File: src/rtl/bpt_update_ctrl.sv
// BPT update sequencer: initialization sweep, then two-requester update FIFO drained one per cycle.
// Optional `BPT_UPD_BYPASS_EN: an empty FIFO forwards br0 to the BPT port in the same cycle.
module bpt_update_ctrl #(
  parameter int ENTRIES     = 256,
  parameter int FIFO_DEPTH  = 4,
  parameter int INIT_PASSES = 2
) (
  input  logic                          CLK,
  input  logic                          nRST,
  input  logic                          br0_valid,
  input  logic [31:0]                   br0_pc,
  input  logic                          br0_taken,
  output logic                          br0_ready,
  input  logic                          br1_valid,
  input  logic [31:0]                   br1_pc,
  input  logic                          br1_taken,
  output logic                          br1_ready,
  input  logic                          reinit_req,
  output logic [31:0]                   pc_res,
  output logic                          taken_res,
  output logic                          enable_res,
  output logic                          busy,
  output logic [$clog2(FIFO_DEPTH):0]   fifo_count
);

  localparam int IDX_W  = $clog2(ENTRIES);
  localparam int PTR_W  = $clog2(FIFO_DEPTH);
  localparam int CNT_W  = PTR_W + 1;
  localparam int PASS_W = (INIT_PASSES > 1) ? $clog2(INIT_PASSES) : 1;

  localparam logic [IDX_W-1:0]  IDX_LAST  = IDX_W'(ENTRIES - 1);
  localparam logic [PASS_W-1:0] PASS_LAST = PASS_W'(INIT_PASSES - 1);
  localparam logic [CNT_W-1:0]  DEPTH_C   = CNT_W'(FIFO_DEPTH);
  localparam logic [CNT_W-1:0]  DEPTH_M2  = CNT_W'(FIFO_DEPTH - 2);

  typedef enum logic {S_INIT, S_RUN} state_t;

  state_t             state, state_next;
  logic [IDX_W-1:0]   idx;
  logic [PASS_W-1:0]  pass;
  logic [31:0]        mem_pc    [FIFO_DEPTH];
  logic               mem_taken [FIFO_DEPTH];
  logic [PTR_W-1:0]   wr_ptr, rd_ptr, wr_ptr1;
  logic [CNT_W-1:0]   count;
  logic               push0, push1, enq0, pop, bypass;

  assign fifo_count = count;
  assign wr_ptr1    = wr_ptr + PTR_W'(1);
  assign enq0       = push0 && !bypass;

  always_ff @(posedge CLK or negedge nRST) begin
    if (!nRST) state <= S_INIT;
    else       state <= state_next;
  end

  always_comb begin
    state_next = state;
    busy       = 1'b0;
    br0_ready  = 1'b0;
    br1_ready  = 1'b0;
    enable_res = 1'b0;
    pc_res     = '0;
    taken_res  = 1'b0;
    push0      = 1'b0;
    push1      = 1'b0;
    pop        = 1'b0;
    bypass     = 1'b0;
    case (state)
      S_INIT: begin
        busy       = 1'b1;
        enable_res = 1'b1;
        pc_res     = {{(30-IDX_W){1'b0}}, idx, 2'b00};
        if (idx == IDX_LAST && pass == PASS_LAST) state_next = S_RUN;
      end
      S_RUN: begin
        // Ready depends only on registered count, never on valid.
        br0_ready = (count < DEPTH_C) && !reinit_req;
        br1_ready = (count <= DEPTH_M2) && !reinit_req;
        push0     = br0_valid && br0_ready;
        push1     = br1_valid && br1_ready;
        if (reinit_req) begin
          state_next = S_INIT;
        end else if (count != '0) begin
          pop        = 1'b1;
          enable_res = 1'b1;
          pc_res     = mem_pc[rd_ptr];
          taken_res  = mem_taken[rd_ptr];
        end
`ifdef BPT_UPD_BYPASS_EN
        else if (push0) begin
          bypass     = 1'b1;
          enable_res = 1'b1;
          pc_res     = br0_pc;
          taken_res  = br0_taken;
        end
`endif
      end
      default: state_next = S_INIT;
    endcase
  end

  always_ff @(posedge CLK or negedge nRST) begin
    if (!nRST) begin
      idx    <= '0;
      pass   <= '0;
      wr_ptr <= '0;
      rd_ptr <= '0;
      count  <= '0;
    end else if (state == S_INIT) begin
      if (idx == IDX_LAST) begin
        idx  <= '0;
        pass <= (pass == PASS_LAST) ? '0 : pass + PASS_W'(1);
      end else begin
        idx <= idx + IDX_W'(1);
      end
    end else if (reinit_req) begin
      idx    <= '0;
      pass   <= '0;
      wr_ptr <= '0;
      rd_ptr <= '0;
      count  <= '0;
    end else begin
      wr_ptr <= wr_ptr + PTR_W'(enq0) + PTR_W'(push1);
      rd_ptr <= rd_ptr + PTR_W'(pop);
      count  <= count + CNT_W'(enq0) + CNT_W'(push1) - CNT_W'(pop);
    end
  end

  // br0 lands first so it is older than a same-cycle br1.
  always_ff @(posedge CLK) begin
    if (enq0) begin
      mem_pc[wr_ptr]    <= br0_pc;
      mem_taken[wr_ptr] <= br0_taken;
    end
    if (push1) begin
      mem_pc[enq0 ? wr_ptr1 : wr_ptr]    <= br1_pc;
      mem_taken[enq0 ? wr_ptr1 : wr_ptr] <= br1_taken;
    end
  end

endmodule
File: config.mk
export PLATFORM = sky130hd
export DESIGN_NAME = bpt_update_ctrl
export DESIGN_NICKNAME = d
export VERILOG_FILES = /design/src/rtl/bpt_update_ctrl.sv
export SDC_FILE = /design/constraint.sdc
export NUM_CORES = 1
export LEC_CHECK = 0
export BUFFER_PORTS_ARGS = -buffer_cell sky130_fd_sc_hd__buf_2
export CORE_ASPECT_RATIO = 0.9
export CORE_UTILIZATION = 52
export CTS_BUF_LIST = sky130_fd_sc_hd__clkbuf_16
export DETAILED_ROUTE_END_ITERATION = 8
export PLACE_DENSITY = 0.76
export SETUP_SLACK_MARGIN = 0.2
export SLEW_MARGIN = 20
export SYNTH_ARGS = -nofsm -noshare
export SYNTH_HDL_FRONTEND = slang
export SYNTH_SLANG_ARGS = --single-unit
File: constraint.sdc
create_clock -name CLK -period 2.9 [get_ports CLK]
set_input_delay 0.58 -clock CLK [delete_from_list [all_inputs] [get_ports CLK]]
set_output_delay 0.58 -clock CLK [all_outputs]
set_load 0.02 [all_outputs]
Yosys cells after proc, flatten, opt, wreduce, memory -nomap -nowiden
Memories as Yosys holds them, arrays and structs flattened.
Cells that the tools add are included.
- eq/ne operators: 2
- order comparisons: 2
- bitwise gates (word level): 1
- add/sub/neg operators: 9
- reduce and logical (&&, ||, !) cells: 9
- muxes and demuxes: 33
- operators with widths (operator ; number):
    two-way mux 32 bit ; 2
    case mux 32 bit (2 select lines) ; 1
    two-way mux 8 bit ; 3
    two-way mux 1 bit ; 21
    adder 8 x 1 -> 8 bit (second input constant) ; 1
    equality test 8 bit (second input constant) ; 1
    adder 2 x 1 -> 2 bit ; 3
    adder 3 x 1 -> 3 bit ; 2
    two-way mux 2 bit ; 3
    logical AND 1 bit ; 5
    case mux 1 bit (2 select lines) ; 2
    <= comparator 3 x 2 -> 1 bit (second input constant) ; 1
    < comparator 3 bit (second input constant) ; 1
    two-way mux 3 bit ; 1
    nonzero test 3 bit ; 1
    subtractor 3 x 1 -> 3 bit ; 1
    adder 2 x 1 -> 2 bit (second input constant) ; 1
    inequality test 2 bit (second input constant) ; 1
    AND reduction 2 bit ; 1
    nonzero test 2 bit ; 1
    adder 1 bit (second input constant) ; 1
    zero test 1 bit ; 1
    inverter 1 bit ; 1
- bits in registers: 17
- memories: 2
- bits in writable memories: 132
- output and inout bits: 40
- logic and storage cells: 64
- memories (name ; words ; width ; read ports ; clocked after memory_dff ; wr ports ; RTL line ; RTL):
    mem_pc ; 4 ; 32 ; 1 ; 0 ; 2 ; 41 ; logic [31:0] mem_pc [FIFO_DEPTH];
    mem_taken ; 4 ; 1 ; 1 ; 0 ; 2 ; 42 ; logic mem_taken [FIFO_DEPTH];

Longest topological paths before layout
Gate-level depths: netlist of the first run.
- depth after elaboration: 8
- depth in mapped cells: 9

Worst setup path after synthesis of the first run
No wires, ideal clock.
- path type: input to register
- start point: in br0_valid
- end point: mem mem_pc[0][0], enable pin
- setup time: 0.389 ns
- stages on the path: 7
- required time: 2.511 ns
- setup slack: -0.088 ns
- arrival time: 2.600 ns
- cells stage by stage: nor4bb_1 -> buf_4 -> inv_4 -> or3_4 -> a21oi_4 -> buf_12 -> a21o_1
- RTL lines (item ; RTL line ; RTL):
    from (decl) ; 10 ; input logic br0_valid,
    to (decl) ; 41 ;

Worst setup path in the final report of the first run
- start point: reg rd_ptr[0]
- end point: out pc_res[20]
- word-level cells in the longest chain between the ends: 4
- ends and longest elaborated chain (item ; RTL line ; RTL):
    from (decl) ; 43 ; logic [PTR_W-1:0] wr_ptr, rd_ptr, wr_ptr1;
    from (signal assigned) ; 124 ; rd_ptr <= rd_ptr + PTR_W'(pop);
    memory (4 x 32 bit) ; -- ;
    two-way mux 32 bit ; 83 ; end else if (count != '0) begin
    two-way mux 32 bit ; 81 ; if (reinit_req) begin
    case mux 32 bit (2 select lines) ; 68 ; case (state)
    to (decl) ; 19 ; output logic [31:0] pc_res,
Every way passes these cells.

==> key figures, run 1 <==
CTS
  • CTS tree: done
  • Clk sinks: 149
  • H-tree levels: 4
  • Bufs on Longest Clock Path: 2
  • Worst skew pair latency: 0.42 ns
  • CTS root buffer: clkbuf_16
  • Total CTS buffers: 17
  • Clock Pin Slew Worst Setup and Hold Paths: 0.06 ns

Critical path
  • Delay-heaviest family, CP: multiplexers
  • Critical Path RT: 2.32 ns
  • Critical Path AT: 2.02 ns
  • Critical path endpoint category: output port
  • Critical setup path kind: reg2out
  • Worst Path Max Fanout: 14
  • CP startpoint kind: flip-flop
  • Critical-path cell list: buf_4, mux4_2, nor2b_1, buf_2
  • CP peak stage delay: 0.55 ns
  • Buf+Inv Stages, Crit Path: 2
  • Slowest CP cell: mux4_2

Power and ir drop
  • Sw Pwr: 1.250 mW
  • Share of power burned in registers: 0.476
  • Internal: 3.998 mW
  • Part of the power in combinational logic: 0.129
  • Pwr Density: 562.2 mW/mm^2
  • Leakage: 3.468 nW
  • Sw frac: 0.2382
  • VDD IR max: 0.0004391 V
  • Clk network pwr share: 0.395

Synth
  • Post-Syn Area: 0.007854 sq mm
  • Fraction of registers with async set/reset: 0.1141
  • Net Count, Synth: 550
  • Mean Syn Cell Area: 16.78 sq um
  • Yosys top cell by area: edfxtp_1
  • Yosys top cell area share: 0.5047
  • Yosys cell types: 46
  • YS warnings: 0
  • Post-synth EDFFs: 132
  • Synth area leaders: edfxtp_1 50%, mux2_2 11%, mux4_2 9.5%
  • Post-synthesis sequential area ratio: 0.5589
  • #FFs+latches synth: 149
  • Post-synth top flop: edfxtp_1
  • Mapped Cells: 468

Place
  • Post-DP HPWL: 10810 um
  • Routability cong.: 0.8028
  • Port Buffers: 110

STA
  • Tcrit/Tclk final: 0.8973
  • Setup TNS: 0 ns
  • Worst slew margin: 0.7278
  • Setup violators final: 0
  • RSZ-0062 raised after global routing: false
  • Max Slew Vio Count: 0
  • Clock skew: 0.006940 ns
  • Hold WS: 0.08214 ns
  • Minimum clock period after layout: 2.602 ns
  • Fin. Hold Viols: 0
  • Maximum achievable frequency: 0.3843 GHz
  • Worst Tran Pin Value: 0.4083 ns

Route
  • DR DRC count: 0
  • Via count: 4686
  • DR WL/cell: 20.81 um
  • DRT Pass-1 Iters: 7
  • Via-per-instance ratio: 5.800
  • Detailed Route Iter0 Violations: 367
  • Drt total wl: 16820 um
  • Routed Antenna Nets: 0

GRT
  • Largest net degree at the start of global routing: 34
  • Initial antenna violation count: 0
  • Global-route wire length before repair: 26820 um
  • Vias in the first global route: 4998
  • Overall routing resource usage: 0.2282
  • GR Overflow Total: 0

Layout
  • Final core utilization: 0.6344
  • Diode count: 0
  • Area Growth Syn to Fin: 18.86%
  • Fraction of layout cells with a size suffix above 1: 0.5148
  • Filler Cells Inserted: 1100
  • NumNets Final: 679

Die
  • Core Area: 0.01471 sq mm
  • Initial Utilization: 0.5338
  • Chip height: 118.6 um
  • Die area: 0.01560 sq mm
  • Rows: 42
  • Chip width: 131.5 um
  • Ports: 111

Run status
  • Status: finished, final reports clean

Min path
  • Hold/Removal Path Class: in2async

Job
  • MaxCap Viol Count: 0
[cells by family after synthesis]
group / share of synthesized area
AO/OA/AOI/OAI: 0.03776
XOR/XNOR: 0.007806
adder cells (fa/ha/maj): 0.02039
buffers and inverters: 0.03075
flip-flops: 0.5589
multiplexers: 0.2990
AND/OR/NAND/NOR: 0.04540
[power by group through the flow]
stage	Sequential (mW)	Combinational [mW]	Clock, mW
after floorplan	2.52	0.467	0
after global placement	2.53	0.661	0
after detailed placement	2.53	0.684	0
after CTS	2.49	0.686	2.10
after global routing	2.51	0.737	2.18
final	2.50	0.679	2.07
[worst reg2reg max path: stages (launching register included)]
cell and delay, ns:
dfrtp_1 0.46, inv_1 0.20, ha_1 0.39, or3_4 0.41
a21oi_4 0.21, buf_12 0.24, mux2_2 0.39
[stage by stage]
step	total power, mW	setup slack [ns]	cells	cell area (sq um)
3_5_place_dp	3.218	0.1053	776	8782
6_report	5.248	0.2977	808	9335
4_1_cts	5.276	0.2507	808	9331
2_1_floorplan	2.987	0.2240	468	7866
5_1_grt	5.422	0.2132	808	9335
3_3_place_gp	3.194	0.2020	776	8782
[cell usage in the layout (no fill, tap or decap), types with 3 or more instances in the layout]
cell type / instances
edfxtp_1: 132
buf_2: 110
mux2_2: 74
mux4_2: 33
mux2_4: 29
mux2_1: 29
nor2b_1: 26
buf_4: 20
clkbuf_16: 17
dfrtp_1: 15
inv_1: 13
a22o_1: 13
nand3_1: 10
ha_1: 8
buf_12: 7
nor2_1: 6
nand2_1: 5
o22ai_1: 5
a21oi_4: 4
xnor2_1: 4
clkinv_1: 4
o21ai_0: 3
clkinv_2: 3
a21o_2: 3
xor2_1: 3
fa_1: 3
[path summary, 6_finish.rpt]
path                            startpoint      endpoint  slack (ns)  depth (start not counted)
worst max-delay path             rd_ptr[0]    pc_res[20]        0.30                          4
worst min-delay path                  nRST     wr_ptr[1]        0.08                          1
worst max register to register   wr_ptr[0]  mem_pc[0][0]        0.34                          6
worst min register to register      idx[7]        idx[7]        0.56                          2
max in group asynchronous             nRST     rd_ptr[1]        2.52                          1
min in group CLK                reinit_req     wr_ptr[1]        0.44                          2
[synthesized netlist by cell type, drive strengths merged, types with 2 or more instances]
cell,number
edfxtp,132
mux2,132
mux4,33
nor2b,26
buf,19
dfrtp,17
a22o,13
inv,10
nand3,10
clkbuf,9
ha,8
nor2,6
a21oi,5
nand2,5
o22ai,5
a21o,4
xnor2,4
fa,3
o21ai,3
or3,3
xor2,3
nand2b,2
nor3,2
o2bb2ai,2
[repair_timing]
action	4_1_cts	5_1_grt
resized for setup	0	1
setup buffers	0	0
endpoints found under the setup margin	0	1
hold buffers	0	0
[metal layers]
metal,vias to the layer above,part of all wire,global-route usage
met1,2426,0.44,0.2941
met5,-,0,0
met4,0,0.0079,0.06686
li1,2104,-,-
met2,147,0.51,0.3859
met3,9,0.047,0.05191
[sequential cells by signal (all words and copies together), names as in the netlist]
name        count
fifo_count      3
wr_ptr          2
mem_taken       4
rd_ptr          2
pass            1
idx             8
mem_pc        128
state           1
[area by class of cell]
| class | instances | area [sq um] | share of cell area |
|---|---|---|---|
| sequential | 149 | 4392 | 0.4704 |
| multi-input combinational | 280 | 3249 | 0.3481 |
| timing repair buffer | 138 | 852.1 | 0.09127 |
| clock buffer | 17 | 425.4 | 0.04557 |
| tap | 198 | 247.7 | 0.02654 |
| clock inverter | 15 | 123.9 | 0.01327 |
| inverter | 11 | 45.04 | 0.004825 |
No activity file was read; power rests on OpenSTA's default activity.
==> run 2: changes to the inputs <==
- PLACE_DENSITY: 0.76 -> 0.8
==> run 2 against run 1 <==
Net effect:
- clock power up 5%
- sequential power hardly changed
- fmax shrank 1.4%
- register-to-register slack got worse by 0.03 ns
- sequential share of layout area is essentially flat
- cell count is 0.74% lower
- critical path type unchanged
==> key figures, run 2 (synthesized netlist as in run 1, its figures left out) <==
Route
  • Via-per-instance ratio: 5.773
  • DR WL/cell: 21.35 um
  • Detailed Route Iter0 Violations: 331
  • DR DRC count: 0
  • Via count: 4630
  • DRT Pass-1 Iters: 4
  • Drt total wl: 17120 um
  • Routed Antenna Nets: 0

STA
  • Maximum achievable frequency: 0.3791 GHz
  • Setup violators final: 0
  • Minimum clock period after layout: 2.638 ns
  • Max Slew Vio Count: 0
  • Setup TNS: 0 ns
  • Fin. Hold Viols: 0
  • Worst Tran Pin Value: 0.9552 ns
  • RSZ-0062 raised after global routing: true
  • Final Worst Setup Slack: 0.2620 ns
  • Tcrit/Tclk final: 0.9097
  • Clock skew: 0.007936 ns
  • Worst slew margin: 0.3632

Critical path
  • CP startpoint kind: flip-flop
  • Critical setup path kind: reg2out
  • Reg-to-Reg Start: wr_ptr[0]
  • Worst Reg-to-Reg Cells: 6
  • Worst Path Max Fanout: 12
  • Critical path endpoint category: output port
  • Critical Path RT: 2.32 ns
  • R2R Setup Slk: 0.31 ns
  • Critical Path AT: 2.06 ns
  • R2r endpoint: mem_pc[1][31]

Layout
  • Most frequent cells in the layout: 132 x edfxtp_1, 110 x buf_2, 74 x mux2_2
  • Diode count: 0
  • Largest regs: mem_pc (128), idx (8), mem_taken (4)
  • Largest Register: mem_pc
  • Fraction of layout cells with a size suffix above 1: 0.5232
  • NumNets Final: 673
  • Max reg flops: 128
  • Area Growth Syn to Fin: 18.96%
  • Commonest non-fill, non-tap cell in the layout: edfxtp_1

Run status
  • Status: finished, final reports clean

Min path
  • Hold/Removal Path Class: in2async

Place
  • Routability cong.: 0.8259
  • Port Buffers: 110
  • Dpl ws: 0.09590 ns
  • Post-DP HPWL: 10800 um

Power and ir drop
  • Internal: 4.038 mW
  • Sw Pwr: 1.343 mW
  • Leakage: 3.436 nW
  • VDD IR max: 0.0004301 V
  • Sw frac: 0.2495
  • Pwr Density: 575.9 mW/mm^2
  • Part of the power in combinational logic: 0.129
  • Clk network pwr share: 0.405
  • Share of power burned in registers: 0.466

Die
  • Core Area: 0.01471 sq mm
  • Ports: 111
  • Initial Utilization: 0.5338
  • Chip width: 131.5 um
  • Chip height: 118.6 um
  • Rows: 42
  • Die area: 0.01560 sq mm

CTS
  • CTS tree: done
  • CTS root buffer: clkbuf_16
  • Total CTS buffers: 17
  • Bufs on Longest Clock Path: 2
  • H-tree levels: 4
  • Clk sinks: 149
  • Worst skew pair latency: 0.43 ns
  • Clock Pin Slew Worst Setup and Hold Paths: 0.06 ns

GRT
  • Vias in the first global route: 4957
  • Initial antenna violation count: 0
  • GR Overflow Total: 0
  • Largest net degree at the start of global routing: 34
  • Global-route wire length before repair: 27280 um
  • Overall routing resource usage: 0.2340

Job
  • MaxCap Viol Count: 0
## run 2: cell count changes in the layout (fill, tap and decap cells not counted), sizes merged
cell / change
clkinvlp: +2
buf: -6
inv: -3
clkinv: +1
## run 2: worst max-delay path by stage
stage / start / endpoint / cells past startpoint
after global routing: state / pc_res[9] / 5
after floorplan: reinit_req / fifo_count[2] / 9
after detailed placement: reinit_req / mem_pc[1][25] / 8
after global placement: reinit_req / mem_pc[1][31] / 8
final: rd_ptr[0] / pc_res[9] / 5
after CTS: rd_ptr[0] / pc_res[9] / 5
## run 2: critical path: stages (launching register included)
cell and delay [ns]:
dfrtp_4 0.54, buf_12 0.20, mux4_2 0.50, inv_1 0.12, o21ai_0 0.09, buf_2 0.17
## run 2: per-layer routing
metal,global-route usage,vias to the layer above,part of all wire
li1,-,2101,-
met1,0.2935,2374,0.43
met2,0.3945,132,0.50
met3,0.05663,23,0.055
met4,0.08503,0,0.016
met5,0,-,0
## run 2: final cells by class
| cell class | count | area (sq um) |
|---|---|---|
| clock inverter | 15 | 156.4 |
| timing repair buffer | 132 | 819.5 |
| sequential | 149 | 4394 |
| multi-input combinational | 280 | 3254 |
| tap | 198 | 247.7 |
| fill | 1079 | 5371 |
| inverter | 11 | 45.04 |
| clock buffer | 17 | 425.4 |
## run 2: repair_timing
item,in CTS,in global routing
buffers inserted,2,0
hold buffers,0,0
gates resized for setup,1,2
endpoints found under the setup margin,26,13
hold endpoints to repair,0,0
## run 2: power groups by stage
stage / logic, mW / clock network [mW] / registers [mW]
6_report: 0.696 / 2.18 / 2.51
3_3_place_gp: 0.657 / 0 / 2.54
4_1_cts: 0.702 / 2.20 / 2.50
5_1_grt: 0.761 / 2.28 / 2.51
3_5_place_dp: 0.684 / 0 / 2.55
2_1_floorplan: 0.467 / 0 / 2.52
## run 2: per-stage QoR
step           cells  utilization  cell area (sq um)  total power, mW  hold slack [ns]
4_1_cts          802       0.6344               9334            5.399          0.07284
3_5_place_dp     768       0.5928               8722            3.231           0.5249
3_3_place_gp     768       0.5928               8722            3.195           0.5146
6_report         802       0.6349               9343            5.380          0.07052
2_1_floorplan    468            -               7866            2.987           0.2844
5_1_grt          802       0.6349               9343            5.552          0.09608
